[src/rtl/cpu_types_pkg.sv]
// ============================================================================
// Module      : cpu_types_pkg
// Description : Shared pipeline types for the 5-stage CPU.
// Revision    : 1.0
// ============================================================================
`default_nettype none

package cpu_types_pkg;

    localparam int c_WORD_W = 32;

    typedef enum logic [1:0] {
        PIPE_ENABLE = 2'd0,
        PIPE_STALL  = 2'd1,
        PIPE_NOP    = 2'd2
    } pipe_state_t;

    typedef enum logic [1:0] {
        PC_NEXT   = 2'd0,
        PC_BRANCH = 2'd1,
        PC_JUMP   = 2'd2,
        PC_JR     = 2'd3
    } pcsrc_t;

    typedef enum logic [1:0] {
        FETCH      = 2'd0,
        REDIR_PEND = 2'd1,
        HALTED     = 2'd2
    } fetch_state_t;

    typedef struct packed {
        logic [c_WORD_W-1:0] instr;
        logic [c_WORD_W-1:0] pc;
        logic [c_WORD_W-1:0] npc;
        logic                valid;
    } fd_bundle_t;

    // Instruction addresses are always word aligned.
    function automatic logic [c_WORD_W-1:0] word_align(input logic [c_WORD_W-1:0] addr);
        return {addr[c_WORD_W-1:2], 2'b00};
    endfunction

endpackage

`default_nettype wire

[src/rtl/fd_latch.sv]
// ============================================================================
// Module      : fd_latch
// Description : Generic pipeline register controlled by pipe_state_t, with
//               freeze (i_hold) and wrong-path squash inputs.
// Revision    : 1.0
// ============================================================================
`default_nettype none

module fd_latch
    import cpu_types_pkg::*;
(
    input  logic        CLK,
    input  logic        nRST,
    input  logic        i_hold,
    input  pipe_state_t i_state,
    input  logic        i_load,
    input  logic        i_squash,
    input  fd_bundle_t  i_data,
    output fd_bundle_t  o_data
);

    fd_bundle_t r_q;

    always_ff @(posedge CLK or negedge nRST) begin
        if (!nRST) begin
            r_q <= '0;
        end else if (i_hold) begin
            r_q <= r_q;
        end else begin
            case (i_state)
                PIPE_NOP:    r_q <= '0;
                PIPE_STALL:  r_q <= r_q;
                PIPE_ENABLE: begin
                    if (i_load) begin
                        r_q <= i_squash ? '0 : i_data;
                    end
                end
                default:     r_q <= r_q;
            endcase
        end
    end

    assign o_data = r_q;

endmodule

`default_nettype wire

[src/rtl/fetch_unit.sv]
// ============================================================================
// Module      : fetch_unit
// Description : Instruction-fetch stage: PC register, next-PC select, pending
//               redirect capture, halt handling and the IF/ID latch.
// Revision    : 1.0
// ============================================================================
`default_nettype none

module fetch_unit
    import cpu_types_pkg::*;
#(
    parameter logic [31:0] PC_INIT = 32'h0000_0000,
    parameter int          WORD_W  = 32
) (
    input  logic              CLK,
    input  logic              nRST,
    input  logic              ihit,
    input  logic [WORD_W-1:0] iload,
    output logic              imemREN,
    output logic [WORD_W-1:0] imemaddr,
    input  logic              pc_wen,
    input  logic              redirect,
    input  logic [1:0]        pcsrc,
    input  logic [WORD_W-1:0] branch_target,
    input  logic [WORD_W-1:0] jump_target,
    input  logic [WORD_W-1:0] jr_addr,
    input  pipe_state_t       fd_state,
    input  logic              halt_in,
    output logic [WORD_W-1:0] d_instr,
    output logic [WORD_W-1:0] d_pc,
    output logic [WORD_W-1:0] d_npc,
    output logic              d_valid
);

    fetch_state_t      r_state;
    logic [WORD_W-1:0] r_pc;
    logic [WORD_W-1:0] r_pend_target;

    logic [WORD_W-1:0] w_pc_plus4;
    logic [WORD_W-1:0] w_target_raw;
    logic [WORD_W-1:0] w_target;
    logic              w_freeze;
    fd_bundle_t        w_fd_in;
    fd_bundle_t        w_fd_out;

    assign w_pc_plus4 = r_pc + 32'd4;

    always_comb begin
        w_target_raw = w_pc_plus4;
        case (pcsrc_t'(pcsrc))
            PC_NEXT:   w_target_raw = w_pc_plus4;
            PC_BRANCH: w_target_raw = branch_target;
            PC_JUMP:   w_target_raw = jump_target;
            PC_JR:     w_target_raw = jr_addr;
            default:   w_target_raw = w_pc_plus4;
        endcase
    end

    assign w_target = word_align(w_target_raw);

    // A halt seen this cycle already freezes everything on the coming edge.
    assign w_freeze = halt_in || (r_state == HALTED);

    always_ff @(posedge CLK or negedge nRST) begin
        if (!nRST) begin
            r_state       <= FETCH;
            r_pc          <= word_align(PC_INIT);
            r_pend_target <= '0;
        end else if (w_freeze) begin
            r_state <= HALTED;
        end else begin
            case (r_state)
                FETCH: begin
                    if (pc_wen) begin
                        r_pc <= redirect ? w_target : w_pc_plus4;
                    end else if (redirect) begin
                        r_pend_target <= w_target;
                        r_state       <= REDIR_PEND;
                    end
                end
                REDIR_PEND: begin
                    if (pc_wen) begin
                        r_pc    <= redirect ? w_target : r_pend_target;
                        r_state <= FETCH;
                    end else if (redirect) begin
                        r_pend_target <= w_target;
                    end
                end
                default: r_state <= r_state;
            endcase
        end
    end

    assign imemREN  = (r_state != HALTED);
    assign imemaddr = r_pc;

    assign w_fd_in = '{instr: iload, pc: r_pc, npc: w_pc_plus4, valid: 1'b1};

    // Fetches completing while a redirect is pending are wrong-path.
    fd_latch u_fd_latch (
        .CLK      (CLK),
        .nRST     (nRST),
        .i_hold   (w_freeze),
        .i_state  (fd_state),
        .i_load   (ihit),
        .i_squash (r_state == REDIR_PEND),
        .i_data   (w_fd_in),
        .o_data   (w_fd_out)
    );

    assign d_instr = w_fd_out.instr;
    assign d_pc    = w_fd_out.pc;
    assign d_npc   = w_fd_out.npc;
    assign d_valid = w_fd_out.valid;

endmodule

`default_nettype wire
[config.mk]
export PLATFORM = sky130hd
export DESIGN_NAME = fetch_unit
export DESIGN_NICKNAME = d
export VERILOG_FILES = /design/src/rtl/cpu_types_pkg.sv /design/src/rtl/fd_latch.sv /design/src/rtl/fetch_unit.sv
export SDC_FILE = /design/constraint.sdc
export NUM_CORES = 1
export LEC_CHECK = 0
export CORE_MARGIN = 3
export CORE_UTILIZATION = 40
export DETAILED_ROUTE_END_ITERATION = 8
export GPL_TIMING_DRIVEN = 0
export PLACE_DENSITY = 0.81
export SETUP_SLACK_MARGIN = 0.02
export SLEW_MARGIN = 20
export SYNTH_ARGS = -nofsm -noshare
export SYNTH_HDL_FRONTEND = slang
export SYNTH_SLANG_ARGS = --single-unit
[constraint.sdc]
create_clock -name CLK -period 2.5 [get_ports CLK]
set_input_delay 0.375 -clock CLK [delete_from_list [all_inputs] [get_ports CLK]]
set_output_delay 0.375 -clock CLK [all_outputs]
set_load 0.005 [all_outputs]
==> summary.md, run 1 <==
| Metric | Value |
|---|---|
| Status | `finished clean` |
| Max-slew violations | `0` |
| 1st-iter DRT viols | `between 900 and 1k` |
| Seq/Total Area, Yosys | `0.509` |
| CTS Buffer Depth | `2` |
| Slew headroom | `0.259` |
| Site Rows | `50` |
| Syn_nets | `around 900` |
| Clock-pin slew on the worst setup and hold paths | `roughly 70 ps` |
| Layout area overhead | `48.6%` |
| Final Setup Violations | `0` |
| Num CTS Buffers | `17` |
| Antenna diode count | `0` |
| Die H | `roughly 150 um` |
| DRC | `0` |
| Antenna violations before repair | `1` |
| Largest net degree at the start of global routing | `93` |
| Layout cells sized above 1 | `0.122` |
| Crit path kind | `input pin to flip-flop` |
| Cell Area, Synth | `roughly 7900 um^2` |
| Asr flop ratio synth | `1.00` |
| Vias post-DR | `between 7k and 8k` |
| Dpl cell area | `between 10,000 and 15,000 um^2` |
| Reg2Reg Launch Point | `r_state[1]$_DFFE_PN0P_` |
| Min-Delay Path Class | `flip-flop to flip-flop` |
| Ports | `~270` |
| Post-DRT Antenna Nets | `0` |
| Die Wd | `about 150 um` |
| EDFF count, synth | `0` |
| Final Hold Vio Count | `0` |
| WP data required | `approximately 2800 ps` |
| R2R Setup Slk | `100 ps` |
| H-tree depth | `4` |
| Pleak | `about 0.005 uW` |
| DP Wirelength | `around 22 mm` |
| Slew @ Worst Pin | `around 1100 ps` |
| IO buf count | `~260` |
| First-pass GRT wire length | `~46 mm` |
| Die area | `roughly 22,000 um^2` |
| WHS Endpoint | `r_pend_target[25]$_DFFE_PN0P_` |
| Crit path max fanout | `10` |
| Clk_lat worst skew | `between 400 and 500 ps` |
| GRT overflow | `0` |
| Startpoint Class | `input pin` |
| MaxCap Viol Count | `0` |
| Initial Util | `0.415` |
| Util after Layout | `0.616` |
| Post-synth cell types | `between 60 and 70` |
| WHS Path Cells | `2` |
| Fmax achieved | `approximately 410 MHz` |
| CTS root buf | `clkbuf_16` |
| Crit end category | `flip-flop` |
| Setup TNS Final | `0 ps` |
| Worst VDD drop | `around 420 uV` |
| PwrDens | `between 500 and 600 nW/um^2` |
| RSZ-0062 raised after global routing | `false` |
| Mapped Cells | `between 700 and 800` |
| Fin Clk Skew | `about 7.5 ps` |
| Yosys warning count | `0` |
| Placer Congestion | `~1.0` |
| Final worst-path cycle share | `0.972` |
| Vias per inst | `a little under 6` |
| Synth Register Bits | `around 160` |
| Reg2Reg Depth | `7` |
| Clock sink count | `approximately 160` |
| Routed length per placed instance | `between 20 and 25 um` |
| Synth Flop Type | `dfrtp_1` |
| Hold WS | `~480 ps` |
| TritonRoute pass-1 iters | `6` |
| Core ar. | `19,100 um^2` |
| Min-delay src | `r_pend_target[25]$_DFFE_PN0P_` |
| WL final | `just under 30 mm` |
| RR Endpoint | `imemaddr[29]$_DFFE_PN0P_` |
| Period minus WS final | `around 2400 ps` |
| GR Util All Layers | `0.273` |
| Post-route cell area | `between 10,000 and 15,000 um^2` |
| TritonCTS clock tree | `yes` |
| Avg Cell Area, Syn | `a little over 10 um^2` |
| Layout net count | `1,203` |
| Vias in the first global route | `around 8k` |
| Crit path DAT | `2700 ps` |
## per-layer routing
layer | up-vias | wire, um | global-route usage
li1 | 3445 | - | -
met1 | 3793 | 11900 | 0.367
met2 | 514 | 13600 | 0.409
met3 | 79 | 3370 | 0.0847
met4 | 2 | 971 | 0.112
met5 | - | 13 | 0
## Yosys cell counts, types with 4 or more instances
cell type / count / area share
and2_1: 5 / 0.0040
mux2_2: 13 / 0.018
a221o_1: 5 / 0.0063
xor2_1: 14 / 0.015
a221oi_1: 6 / 0.0066
nand2_1: 90 / 0.043
o31ai_1: 6 / 0.0057
inv_1: 8 / 0.0038
mux4_2: 4 / 0.011
a22o_1: 82 / 0.091
clkbuf_1: 44 / 0.021
nor3_1: 10 / 0.0063
xnor2_1: 13 / 0.014
buf_2: 13 / 0.0082
or3_1: 4 / 0.0032
o221ai_1: 16 / 0.018
nand2b_1: 5 / 0.0040
dfrtp_1: 161 / 0.51
nor4_1: 8 / 0.0063
a31oi_1: 4 / 0.0032
mux2i_1: 22 / 0.028
buf_1: 8 / 0.0038
nand4_1: 4 / 0.0032
o21ai_0: 75 / 0.047
nor2_1: 37 / 0.018
o211ai_1: 6 / 0.0057
a21oi_1: 27 / 0.017
a22oi_1: 8 / 0.0076
nand3_1: 15 / 0.0095
and3_1: 4 / 0.0032
a32o_1: 9 / 0.011
## layout by cell type, fill, tap and decap left out, types with 22 or more instances in the layout
| cell | count |
|---|---|
| dfrtp_1 | 153 |
| buf_4 | 24 |
| clkdlybuf4s50_1 | 258 |
| mux2i_1 | 22 |
| nand2_1 | 90 |
| clkbuf_1 | 41 |
| a21oi_1 | 27 |
| a22o_1 | 82 |
| o21ai_0 | 74 |
| nor2_1 | 35 |
## metrics by stage
step                power [uW]  setup WS [ps]  cells
global placement          3840          -5570   1283
finish                    6590           69.6   1337
global route              6810           25.5   1337
floorplan                 3240            231    764
CTS                       6560          0.314   1322
detailed placement        3860          -1220   1284
## state kept, by name, summed over array words and instances (netlist names)
name and cells:
imemaddr 32, r_pend_target 32, r_state 2, u_fd_latch.o_data 95
## worst max-delay path by stage
stage | end | start | cells past startpoint
after detailed placement | u_fd_latch.o_data[11]$_DFFE_PN0P_ | halt_in | 7
after floorplan | r_pend_target[22]$_DFFE_PN0P_ | imemaddr[2]$_DFFE_PN0P_ | 8
after CTS | r_pend_target[16]$_DFFE_PN0P_ | imemaddr[3]$_DFFE_PN0P_ | 8
after global routing | imemaddr[29]$_DFFE_PN0P_ | imemaddr[7]$_DFFE_PN0P_ | 6
final | imemaddr[30]$_DFFE_PN0P_ | halt_in | 6
after global placement | u_fd_latch.o_data[73]$_DFFE_PN0P_ | nRST | 1
## cell families (layout without fill, tap and decap cells)
kind of cell               count (synthesis)  after routing  share of synthesized area
xor gates and xnor gates                  28             28                     0.0319
AOI/OAI and AO/OA                        262            262                      0.240
and+or+nand+nor                          196            196                      0.120
DFF                                      161            161                      0.509
buffers and inverters                     77            390                     0.0397
adders and majority gates                  1              1                    0.00158
muxes                                     39             39                     0.0577
## power by group
part	switching [uW]	internal [uW]	leakage, uW	total, uW
clock network	1100	1610	0.000277	2710
registers	123	2730	0.00218	2850
logic	462	562	0.00253	1020
## layout make-up
| cell class | count | area [um^2] |
|---|---|---|
| Inverter | 9 | 33.8 |
| Multi-Input combinational cell | 526 | 3660 |
| Tap cell | 260 | 325 |
| Clock buffer | 21 | 450 |
| Timing Repair Buffer | 283 | 2800 |
| Buffer | 66 | 295 |
| Fill cell | 1558 | 7320 |
| Clock inverter | 11 | 154 |
| Sequential cell | 161 | 4040 |
## critical path, cell delays in order
cell	delay [ps]
clkdlybuf4s50_1	560
nor2_1	100
nand2_1	220
clkbuf_1	630
clkbuf_1	590
o21ai_0	230
## what timing repair did
action                     CTS  global route
gates resized for setup     16            25
hold endpoints to repair    33             0
pin swaps                    2             7
setup buffers                5            17
setup endpoints to repair  121            66
hold buffers                 1             0
No activity file was read; power rests on OpenSTA's default activity.
==> run 2: changes to the inputs <==
--- a/config.mk
+++ b/config.mk
@@ -5,6 +5,7 @@
 export SDC_FILE = /design/constraint.sdc
 export NUM_CORES = 1
 export LEC_CHECK = 0
+export CORE_ASPECT_RATIO = 1.75
 export CORE_MARGIN = 3
 export CORE_UTILIZATION = 40
 export DETAILED_ROUTE_END_ITERATION = 8
==> summary.md, run 2 (synthesized netlist as in run 1, its figures left out) <==
| Metric | Value |
|---|---|
| Layout area overhead | `46.5%` |
| TritonCTS clock tree | `yes` |
| RSZ-0062 raised after global routing | `true` |
| Worst setup path endpoint | `imemaddr[29]$_DFFE_PN0P_` |
| WP data required | `2780 ps (about the same)` |
| Vias in the first global route | `7,960 (+1.5%)` |
| WL final | `30.4 mm (+1.9%)` |
| Hold WS | `481 ps (-3.87 ps)` |
| Routed length per placed instance | `23.3 um (+4.4%)` |
| GRT overflow | `0 (unchanged)` |
| Slew headroom | `0.266 (+0.00681)` |
| Placer Congestion | `0.963 (-5.4%)` |
| Vias per inst | `6.03 (+2.9%)` |
| Crit path kind | `flip-flop to flip-flop` |
| Status | `finished clean` |
| Antenna violations before repair | `0 (-1)` |
| Sequential cell fraction of total power | `0.448 (+0.015)` |
| Max-slew violations | `0 (unchanged)` |
| Vias post-DR | `7,870 (+0.47%)` |
| IO buf count | `259 (unchanged)` |
| Met3 usage | `0.0501 (-0.0346)` |
| Largest net degree at the start of global routing | `84 (-9.7%)` |
| Final Hold Vio Count | `0 (unchanged)` |
| GRT busiest layer | `met2` |
| Setup crit start | `imemaddr[14]$_DFFE_PN0P_` |
| Setup TNS Final | `0 ps (unchanged)` |
| Cell Count Post-Placement | `1,265 (-1.5%)` |
| Num CTS Buffers | `17 (unchanged)` |
| Switching pwr | `1730 uW (+2.6%)` |
| Fin Clk Skew | `10.5 ps (+3.07 ps)` |
| Period minus WS final | `2470 ps (+35.7 ps)` |
| Clock-pin slew on the worst setup and hold paths | `70 ps (about the same)` |
| Site Rows | `67 (+34%)` |
| Die H | `192 um (+31%)` |
| H-tree depth | `4 (unchanged)` |
| DRC | `0 (unchanged)` |
| Initial Util | `0.410 (-0.00431)` |
| DP Wirelength | `22.2 mm (+2.4%)` |
| Commonest non-fill, non-tap cells in the layout | `clkdlybuf4s50_1 (258), dfrtp_1 (153), nand2_1 (90), a22o_1 (82), o21ai_0 (74)` |
| First-pass GRT wire length | `45.5 mm (-0.30%)` |
| TritonRoute pass-1 iters | `8 (+2)` |
| Pleak | `0.00493 uW (-1.1%)` |
| RR Endpoint | `imemaddr[29]$_DFFE_PN0P_` |
| Crit path max fanout | `6 (-4)` |
| GRT met2 Usage | `0.479 (+0.0698)` |
| Die area | `21,600 um^2 (+0.31%)` |
| Antenna diode count | `0 (unchanged)` |
| Final worst-path cycle share | `0.986 (+0.0143)` |
| Fmax achieved | `405 MHz (-1.4%)` |
| Min-Delay Path Class | `flip-flop to flip-flop` |
| Worst VDD drop | `468 uV (+13%)` |
| Met1 usage | `0.317 (-0.0506)` |
| Core ar. | `19,300 um^2 (+1.0%)` |
| Post-DRT Antenna Nets | `0 (unchanged)` |
| Total power | `6380 uW (-3.2%)` |
| 1st-iter DRT viols | `758 (-24%)` |
| Die Wd | `112 um (-23%)` |
| Layout cells sized above 1 | `0.112 (-0.00979)` |
| Startpoint Class | `flip-flop` |
| Slew @ Worst Pin | `1100 ps (-10.2 ps)` |
| Switch share | `0.272 (+0.0153)` |
| GR Util All Layers | `0.274 (+0.00124)` |
| Ports | `268 (unchanged)` |
| Final Setup Violations | `0 (unchanged)` |
| MaxCap Viol Count | `0 (unchanged)` |
| Clock sink count | `161 (unchanged)` |
| CTS Buffer Depth | `2 (unchanged)` |
| CTS root buf | `clkbuf_16` |
| Final Non-Filler Cells | `1,305 (-2.4%)` |
| Util after Layout | `0.601 (-0.0151)` |
| Clk_lat worst skew | `440 ps (about the same)` |
| R2R Setup Slk | `30 ps (-70 ps)` |
| Part of the power in the clock network | `0.396 (-0.015)` |
| Crit end category | `flip-flop` |
| PwrDens | `550 nW/um^2 (-1.8%)` |
| Reg2Reg Depth | `6 (-1)` |
| Layout net count | `1,190 (-1.1%)` |
| Crit path DAT | `2750 ps (+50 ps)` |
| Internal Pwr Total | `4640 uW (-5.2%)` |
| Commonest non-fill, non-tap cell in the layout | `clkdlybuf4s50_1` |
| Reg2Reg Launch Point | `imemaddr[14]$_DFFE_PN0P_` |
| Comb power frac | `0.156 (about the same)` |
| Max reg flops | `95 (unchanged)` |
==> run 2: worst max-delay path, stage by stage, from the launching register on <==
cell,delay [ps]
dfrtp_1,510
nand3_4,200
or4_4,660
or4_4,470
xnor2_2,190
o21ai_2,190
a31oi_2,100
==> run 2: cell type report <==
type	instances	area (um^2)
plain buffers	66	284
well taps	241	302
inverters	9	33.8
fillers	1627	7690
clock buffers	20	467
clock inverters	12	100
multi-input cells	526	3660
repair buffers	270	2700
flip-flops and latches	161	4040
==> run 2: what timing repair did <==
action / CTS / global route
hold buffers: 1 / 0
setup endpoints to repair: 65 / 67
hold endpoints to repair: 78 / 0
setup buffers: 3 / 6
resized for setup: 12 / 24
pin swaps: 2 / 2
==> run 2: power groups by stage <==
| stage | Combinational (uW) | Sequential (uW) | Clock [uW] |
|---|---|---|---|
| floorplan | 370 | 2870 | 0 |
| detailed placement | 964 | 2890 | 0 |
| finish | 992 | 2860 | 2530 |
| global placement | 947 | 2880 | 0 |
| CTS | 974 | 2850 | 2550 |
| global route | 1070 | 2870 | 2640 |
==> run 2: per-stage QoR <==
stage | cell area, um^2 | setup WS (ps)
5_1_grt | 11600 | -44.6
3_5_place_dp | 10800 | -823
4_1_cts | 11500 | 21.0
6_report | 11600 | 33.9
2_1_floorplan | 7910 | 231
3_3_place_gp | 10800 | -5520
==> run 2: worst min path at each step <==
stage	to	start	cells after the start	slack (ps)
final	u_fd_latch.o_data[7]$_DFFE_PN0P_	u_fd_latch.o_data[7]$_DFFE_PN0P_	2	480
after global routing	r_pend_target[23]$_DFFE_PN0P_	r_pend_target[23]$_DFFE_PN0P_	2	510
after CTS	r_pend_target[23]$_DFFE_PN0P_	r_pend_target[23]$_DFFE_PN0P_	2	480
after detailed placement	u_fd_latch.o_data[41]$_DFFE_PN0P_	nRST	1	400
after global placement	r_pend_target[23]$_DFFE_PN0P_	r_pend_target[23]$_DFFE_PN0P_	2	460
after floorplan	imemaddr[0]$_DFFE_PN0P_	nRST	0	80
==> run 2: metal layers <==
metal | wire length [um] | part of all wire
met5 | 0 | 0
met2 | 15500 | 0.51
met4 | 1540 | 0.051
met1 | 10900 | 0.36
met3 | 2440 | 0.080
